==> src/rtl/sm_rom_loader_pkg.sv <==
// Shared types for the boot-time ROM loader.
// Loader FSM state encodings and default frame marker.
package sm_rom_loader_pkg;

    typedef enum logic [2:0] {
        LDR_IDLE,
        LDR_CNT_L,
        LDR_CNT_H,
        LDR_DATA,
        LDR_CHK,
        LDR_DONE,
        LDR_ERR
    } ldrState_e;

    localparam logic [7:0] SYNC_DEFAULT = 8'hA5;

endpackage

==> src/rtl/sm_rom_loader_if.sv <==
// Byte stream in from the UART receiver, word writes out to the ROM.
// The loader drives the ROM side (master); the environment drives rx.
interface sm_rom_loader_if #(
    parameter int ADDR_W = 6
);

    logic              rx_valid;
    logic [7:0]        rx_data;
    logic              rom_we;
    logic [ADDR_W-1:0] rom_addr;
    logic [31:0]       rom_wdata;

    modport master (
        input  rx_valid,
        input  rx_data,
        output rom_we,
        output rom_addr,
        output rom_wdata
    );

    modport slave (
        output rx_valid,
        output rx_data,
        input  rom_we,
        input  rom_addr,
        input  rom_wdata
    );

endinterface

==> src/rtl/sm_rom_loader_timeout.sv <==
// Inter-byte idle watchdog: reloads on clear, counts down while enabled.
// expire is raised once the full idle budget has elapsed.
module sm_rom_loader_timeout #(
    parameter int LIMIT = 100000
) (
    input  logic clk,
    input  logic rst_n,
    input  logic clear,
    input  logic enable,
    output logic expire
);

    localparam int CW = $clog2(LIMIT + 1);

    logic [CW-1:0] cnt;

    always_ff @(posedge clk or negedge rst_n) begin
        if (!rst_n) begin
            cnt <= '0;
        end else if (clear) begin
            cnt <= CW'(LIMIT);
        end else if (enable && cnt != '0) begin
            cnt <= cnt - CW'(1);
        end
    end

    assign expire = enable && (cnt == '0);

endmodule

==> src/rtl/sm_rom_loader.sv <==
// Boot loader: UART byte frames -> little-endian ROM words, checksum
// verified; the CPU is held in reset until a load verifies cleanly.
module sm_rom_loader
    import sm_rom_loader_pkg::*;
#(
    parameter int         ADDR_W      = 6,
    parameter int         TIMEOUT_CYC = 100000,
    parameter logic [7:0] SYNC_BYTE   = SYNC_DEFAULT
) (
    input  logic            clk,
    input  logic            rst_n,
    sm_rom_loader_if.master bus,
    output logic            cpu_hold,
    output logic            busy,
    output logic            load_done,
    output logic            load_err
);

    localparam logic [16:0] CAP = 17'(1) << ADDR_W;

    ldrState_e         state, stateN;
    logic [7:0]        nLo, nLoN;
    logic [15:0]       nWords, nWordsN;
    logic [15:0]       wordCnt, wordCntN;
    logic [1:0]        idx, idxN;
    logic [23:0]       word, wordN;
    logic [7:0]        chk, chkN;
    logic              weN, holdN, doneN, errN;
    logic [ADDR_W-1:0] addrN;
    logic [31:0]       wdataN;
    logic [15:0]       nFull;
    logic              expire;

    sm_rom_loader_timeout #(
        .LIMIT(TIMEOUT_CYC)
    ) u_timeout (
        .clk   (clk),
        .rst_n (rst_n),
        .clear (bus.rx_valid || state == LDR_IDLE),
        .enable(state != LDR_IDLE),
        .expire(expire)
    );

    assign nFull = {bus.rx_data, nLo};
    assign busy  = (state != LDR_IDLE);

    always_comb begin
        stateN   = state;
        nLoN     = nLo;
        nWordsN  = nWords;
        wordCntN = wordCnt;
        idxN     = idx;
        wordN    = word;
        chkN     = chk;
        weN      = 1'b0;
        addrN    = bus.rom_addr;
        wdataN   = bus.rom_wdata;
        holdN    = cpu_hold;
        doneN    = 1'b0;
        errN     = load_err;
        unique case (state)
            LDR_IDLE: begin
                if (bus.rx_valid && bus.rx_data == SYNC_BYTE) begin
                    stateN   = LDR_CNT_L;
                    holdN    = 1'b1;
                    errN     = 1'b0;
                    wordCntN = '0;
                    idxN     = '0;
                    wordN    = '0;
                    chkN     = '0;
                end
            end
            LDR_CNT_L: begin
                if (bus.rx_valid) begin
                    nLoN   = bus.rx_data;
                    stateN = LDR_CNT_H;
                end else if (expire) begin
                    stateN = LDR_ERR;
                    errN   = 1'b1;
                end
            end
            LDR_CNT_H: begin
                if (bus.rx_valid) begin
                    nWordsN = nFull;
                    if ({1'b0, nFull} > CAP) begin
                        stateN = LDR_ERR;
                        errN   = 1'b1;
                    end else if (nFull == '0) begin
                        stateN = LDR_CHK;
                    end else begin
                        stateN = LDR_DATA;
                    end
                end else if (expire) begin
                    stateN = LDR_ERR;
                    errN   = 1'b1;
                end
            end
            LDR_DATA: begin
                if (bus.rx_valid) begin
                    chkN = chk ^ bus.rx_data;
                    if (idx == 2'd3) begin
                        // Top byte completes the word; write goes out next cycle
                        weN      = 1'b1;
                        addrN    = wordCnt[ADDR_W-1:0];
                        wdataN   = {bus.rx_data, word};
                        idxN     = '0;
                        wordCntN = wordCnt + 16'd1;
                        if (wordCnt + 16'd1 == nWords) begin
                            stateN = LDR_CHK;
                        end
                    end else begin
                        wordN[{idx, 3'b000} +: 8] = bus.rx_data;
                        idxN = idx + 2'd1;
                    end
                end else if (expire) begin
                    stateN = LDR_ERR;
                    errN   = 1'b1;
                end
            end
            LDR_CHK: begin
                if (bus.rx_valid) begin
                    if (bus.rx_data == chk) begin
                        stateN = LDR_DONE;
                        doneN  = 1'b1;
                        holdN  = 1'b0;
                    end else begin
                        stateN = LDR_ERR;
                        errN   = 1'b1;
                    end
                end else if (expire) begin
                    stateN = LDR_ERR;
                    errN   = 1'b1;
                end
            end
            LDR_DONE: stateN = LDR_IDLE;
            LDR_ERR:  stateN = LDR_IDLE;
            default:  stateN = LDR_IDLE;
        endcase
    end

    always_ff @(posedge clk or negedge rst_n) begin
        if (!rst_n) begin
            state         <= LDR_IDLE;
            nLo           <= '0;
            nWords        <= '0;
            wordCnt       <= '0;
            idx           <= '0;
            word          <= '0;
            chk           <= '0;
            bus.rom_we    <= 1'b0;
            bus.rom_addr  <= '0;
            bus.rom_wdata <= '0;
            cpu_hold      <= 1'b0;
            load_done     <= 1'b0;
            load_err      <= 1'b0;
        end else begin
            state         <= stateN;
            nLo           <= nLoN;
            nWords        <= nWordsN;
            wordCnt       <= wordCntN;
            idx           <= idxN;
            word          <= wordN;
            chk           <= chkN;
            bus.rom_we    <= weN;
            bus.rom_addr  <= addrN;
            bus.rom_wdata <= wdataN;
            cpu_hold      <= holdN;
            load_done     <= doneN;
            load_err      <= errN;
        end
    end

endmodule

==> src/flat_wrapper.sv <==
// flat-port wrapper written by rule: the top's interface ports become plain ports
module sm_rom_loader_flat import sm_rom_loader_pkg::*;
#(
    parameter int         ADDR_W      = 6,
    parameter int         TIMEOUT_CYC = 100000,
    parameter logic [7:0] SYNC_BYTE   = SYNC_DEFAULT
)
  (clk, rst_n, cpu_hold, busy, load_done, load_err, bus_rx_valid, bus_rx_data, bus_rom_we, bus_rom_addr, bus_rom_wdata);
  sm_rom_loader_if #(.ADDR_W(ADDR_W)) bus_i ();
  input  logic clk;
  input  logic rst_n;
  output logic cpu_hold;
  output logic busy;
  output logic load_done;
  output logic load_err;
  input wire logic [$bits(bus_i.rx_valid)-1:0] bus_rx_valid;
  input wire logic [$bits(bus_i.rx_data)-1:0] bus_rx_data;
  output wire logic [$bits(bus_i.rom_we)-1:0] bus_rom_we;
  output wire logic [$bits(bus_i.rom_addr)-1:0] bus_rom_addr;
  output wire logic [$bits(bus_i.rom_wdata)-1:0] bus_rom_wdata;
  assign bus_i.rx_valid = bus_rx_valid;
  assign bus_i.rx_data = bus_rx_data;
  assign bus_rom_we = bus_i.rom_we;
  assign bus_rom_addr = bus_i.rom_addr;
  assign bus_rom_wdata = bus_i.rom_wdata;
  sm_rom_loader #(.ADDR_W(ADDR_W), .TIMEOUT_CYC(TIMEOUT_CYC), .SYNC_BYTE(SYNC_BYTE)) u_core (.clk(clk), .rst_n(rst_n), .bus(bus_i), .cpu_hold(cpu_hold), .busy(busy), .load_done(load_done), .load_err(load_err));
endmodule
==> config.mk <==
export PLATFORM = sky130hd
export DESIGN_NAME = sm_rom_loader_flat
export DESIGN_NICKNAME = d
export VERILOG_FILES = /design/src/rtl/sm_rom_loader_pkg.sv /design/src/rtl/sm_rom_loader_if.sv /design/src/rtl/sm_rom_loader_timeout.sv /design/src/rtl/sm_rom_loader.sv /design/src/flat_wrapper.sv
export SDC_FILE = /design/constraint.sdc
export NUM_CORES = 1
export LEC_CHECK = 0
export ABC_AREA = 1
export CORE_MARGIN = 1.5
export CORE_UTILIZATION = 45
export CTS_BUF_LIST = sky130_fd_sc_hd__clkbuf_16
export DETAILED_ROUTE_END_ITERATION = 7
export GPL_TIMING_DRIVEN = 0
export PLACE_DENSITY = 0.63
export SLEW_MARGIN = 20
export SYNTH_ARGS = -nofsm -noshare
export SYNTH_HDL_FRONTEND = slang
export SYNTH_SLANG_ARGS = --single-unit
==> constraint.sdc <==
create_clock -name clk -period 3.74 [get_ports clk]
set_input_delay 0.935 -clock clk [delete_from_list [all_inputs] [get_ports clk]]
set_output_delay 0.935 -clock clk [all_outputs]
set_load 0.05 [all_outputs]
==> run summary <==
Routing usage on met2 = 0.357
Required time of the critical path = 2.80 ns
Mapped Avg Cell Area = 8.48 µm²
IO Count = 54
# DRC = 0
Critical-path top delay cell = clkdlybuf4s50_1
Net Sw Frac = 0.382
RSZ-0062 raised after global routing = no
Initial core utilization = 0.465
First-pass GRT wire length = 28500 µm
# Post-CTS Setup Buffers = 0
Post-synthesis sequential area ratio = 0.498
Global Route met3 Usage = 0.0450
Syn. warnings = 0
Initial antenna violation count = 0
Worst Path Arrival = 1.88 ns
PwrDens = 658 nW/µm²
Number of cells after detailed placement = 1044
Min-Delay Path Class = in -> async
Logic pwr share = 0.336
Most Used Layer, Global Route = met2
Port Buffers = 53
Status = finished, final reports clean
HPWL Detailed = 12000 µm
Maximum vdd drop = 0.385 mV
Setup violations, final = 0
Yosys reg bits = 136
P_sw = 2.06 mW
Hold Buf Count CTS = 0
Clock sinks = 136
CP Buf/Inv Count = 1
Setup TNS = 0 ns
CORE AREA = 14700 µm²
Commonest cells after routing, fill and taps aside = nand2_1 (206), dfrtp_1 (136), inv_1 (89), o21ai_0 (68), nand3_1 (60)
Async S/R FF share, synth = 1.00
Wire per inst = 15.5 µm
Number of flops mapped to enable cells by yosys = 0
Commonest non-fill, non-tap cell in the layout = nand2_1
R2R Setup Slk = 1.58 ns
Die height = 126 µm
DRT antenna net count = 0
Worst slew margin = 0.630
Max cap viols = 0
Clk_lat worst skew = 0.42 ns
Setup crit start kind = flop
Grt ovf = 0
WS Path Type = reg -> out
Final cycle utilization of the critical path = 0.754
Total power of the final layout = 5.40 mW
Vias per cell = 5.36
Htree depth = 4
Worst-path clk slew = 0.06 ns
Clock tree buffer depth = 2
Grt met1 use = 0.314
Clock Skews = 0.00644 ns
Worst Tran Pin Value = 0.555 ns
Final Non-Filler Cells = 1076
Sequential Power Share = 0.361
Crit path max fanout = 6
Gate Count Post-Synth = 806
Post-Route WL = 16700 µm
Root Buffer = clkbuf_16
Row cnt = 44
Synth cell types = 49
Final Hold Viols = 0
Die Wd = 126 µm
Cell area after synthesis = 6830 µm²
Largest stage delay on the critical path = 0.82 ns
Die ar. = 15900 µm²
CTS Buf Count = 17
Initial DRC count = 342
Largest net degree at the start of global routing = 72
Internal power = 3.34 mW
CP endpoint kind = primary output
Routability Congestion = 0.877
F_max = 355 MHz
Post-CTS sizing = 0
Clock power share = 0.303
Final net count = 897
Ys flop type = dfrtp_1
Vias in the first global route = 5742
LEAKAGE = 3.76 nW
Area grow syn2layout = 20.1%
Layout cells sized above 1 = 0.114
Total GRT Usage = 0.226
CTS tree = yes
Ant. Diodes = 0
Via Count = 5770
CP top delay family = buffers and inverters
Pre-Repair DR Iteration Count = 5
Slew Viols, Final = 0
Crit-path cells = nor2_4 > nand2_4 > clkdlybuf4s50_1
Synthesized Nets = 824
Post-layout minimum cycle time = 2.82 ns
-- worst register-to-register path, cell delays in order (launching register included) --
cell     delay, ns
dfrtp_1       0.44
ha_1          0.30
nand3_1       0.17
nor2_1        0.27
nand4_1       0.16
nand3_1       0.12
nand2_1       0.06
nor2_1        0.09
nand2_1       0.06
nor2_1        0.09
nand2_1       0.11
nand2_1       0.10
o21ai_1       0.07
-- final cells by class --
| type | count | area [µm²] |
|---|---|---|
| well taps | 184 | 230 |
| multi-input cells | 550 | 2920 |
| inverters | 97 | 367 |
| plain buffers | 23 | 139 |
| flip-flops and latches | 136 | 3400 |
| clock inverters | 15 | 155 |
| clock buffers | 17 | 425 |
| repair buffers | 54 | 563 |
| fillers | 1323 | 6490 |
-- sequential cells by signal (all words and copies together), names as in the netlist, 6 cells and up --
signal                count
u_core.nLo                8
u_core.u_timeout.cnt     17
u_core.wordCnt           16
u_core.nWords            16
u_core.word              24
u_core.bus.rom_wdata     32
u_core.bus.rom_addr       6
u_core.chk                8
-- cell families after synthesis --
family                     Yosys count  synth area share
and+or+nand+nor                    381             0.261
DFF                                136             0.498
buffers and inverters              120            0.0740
adders and majority gates            7            0.0128
xor gates and xnor gates            10            0.0128
muxes                                1           0.00165
AOI/OAI and AO/OA                  151             0.139
-- path summary, 6_finish.rpt --
kind                                           from                       end  cells after the start
max in group asynchronous                     rst_n   u_core.u_timeout.cnt[4]                      2
hold reg to reg            u_core.bus.rom_wdata[13]  u_core.bus.rom_wdata[13]                      2
setup / recovery                    u_core.state[0]                      busy                      3
setup reg to reg                  u_core.wordCnt[0]           u_core.state[0]                     12
hold / removal                                rst_n   u_core.bus.rom_wdata[5]                      1
min in group clk           u_core.bus.rom_wdata[13]  u_core.bus.rom_wdata[13]                      2
-- stage by stage --
| stage | util | cell area (µm²) | setup WS, ns | hold slack (ns) |
|---|---|---|---|---|
| after floorplan | - | 6830 | 1.62 | 0.449 |
| after global placement | 0.517 | 7590 | -3.66 | 0.454 |
| after detailed placement | 0.519 | 7630 | 0.597 | 0.465 |
| after CTS | 0.558 | 8210 | 0.895 | 0.474 |
| after global routing | 0.558 | 8210 | 0.854 | 0.492 |
| final | 0.558 | 8210 | 0.921 | 0.444 |
-- power groups by stage --
| stage | clock [mW] | combinational [mW] | sequential [mW] |
|---|---|---|---|
| floorplan | 0 | 1.14 | 2.12 |
| global placement | 0 | 1.77 | 1.96 |
| detailed placement | 0 | 1.81 | 1.97 |
| CTS | 1.67 | 1.82 | 1.95 |
| global route | 1.74 | 2.02 | 1.99 |
| finish | 1.64 | 1.81 | 1.95 |
-- synth_stat cells (5+ instances only) --
master | number | share of area
a21oi_1 | 15 | 0.011
buf_2 | 6 | 0.0044
clkbuf_1 | 10 | 0.0055
dfrtp_1 | 136 | 0.50
ha_1 | 7 | 0.013
inv_1 | 88 | 0.048
inv_2 | 8 | 0.0044
nand2_1 | 206 | 0.11
nand2_2 | 6 | 0.0055
nand3_1 | 60 | 0.044
nand4_1 | 19 | 0.017
nor2_1 | 50 | 0.027
nor2_4 | 10 | 0.016
nor3_1 | 9 | 0.0066
o21ai_0 | 68 | 0.050
o21ai_1 | 27 | 0.020
o22ai_2 | 10 | 0.018
o31ai_1 | 10 | 0.011
xnor2_1 | 5 | 0.0064
xor2_1 | 5 | 0.0064
-- metal layers --
layer | vias to the layer above | part of all wire
met4 | 0 | 0.012
met5 | - | 0
met1 | 2808 | 0.48
li1 | 2816 | -
met2 | 130 | 0.47
met3 | 16 | 0.041
No activity file was read; power rests on OpenSTA's default activity.
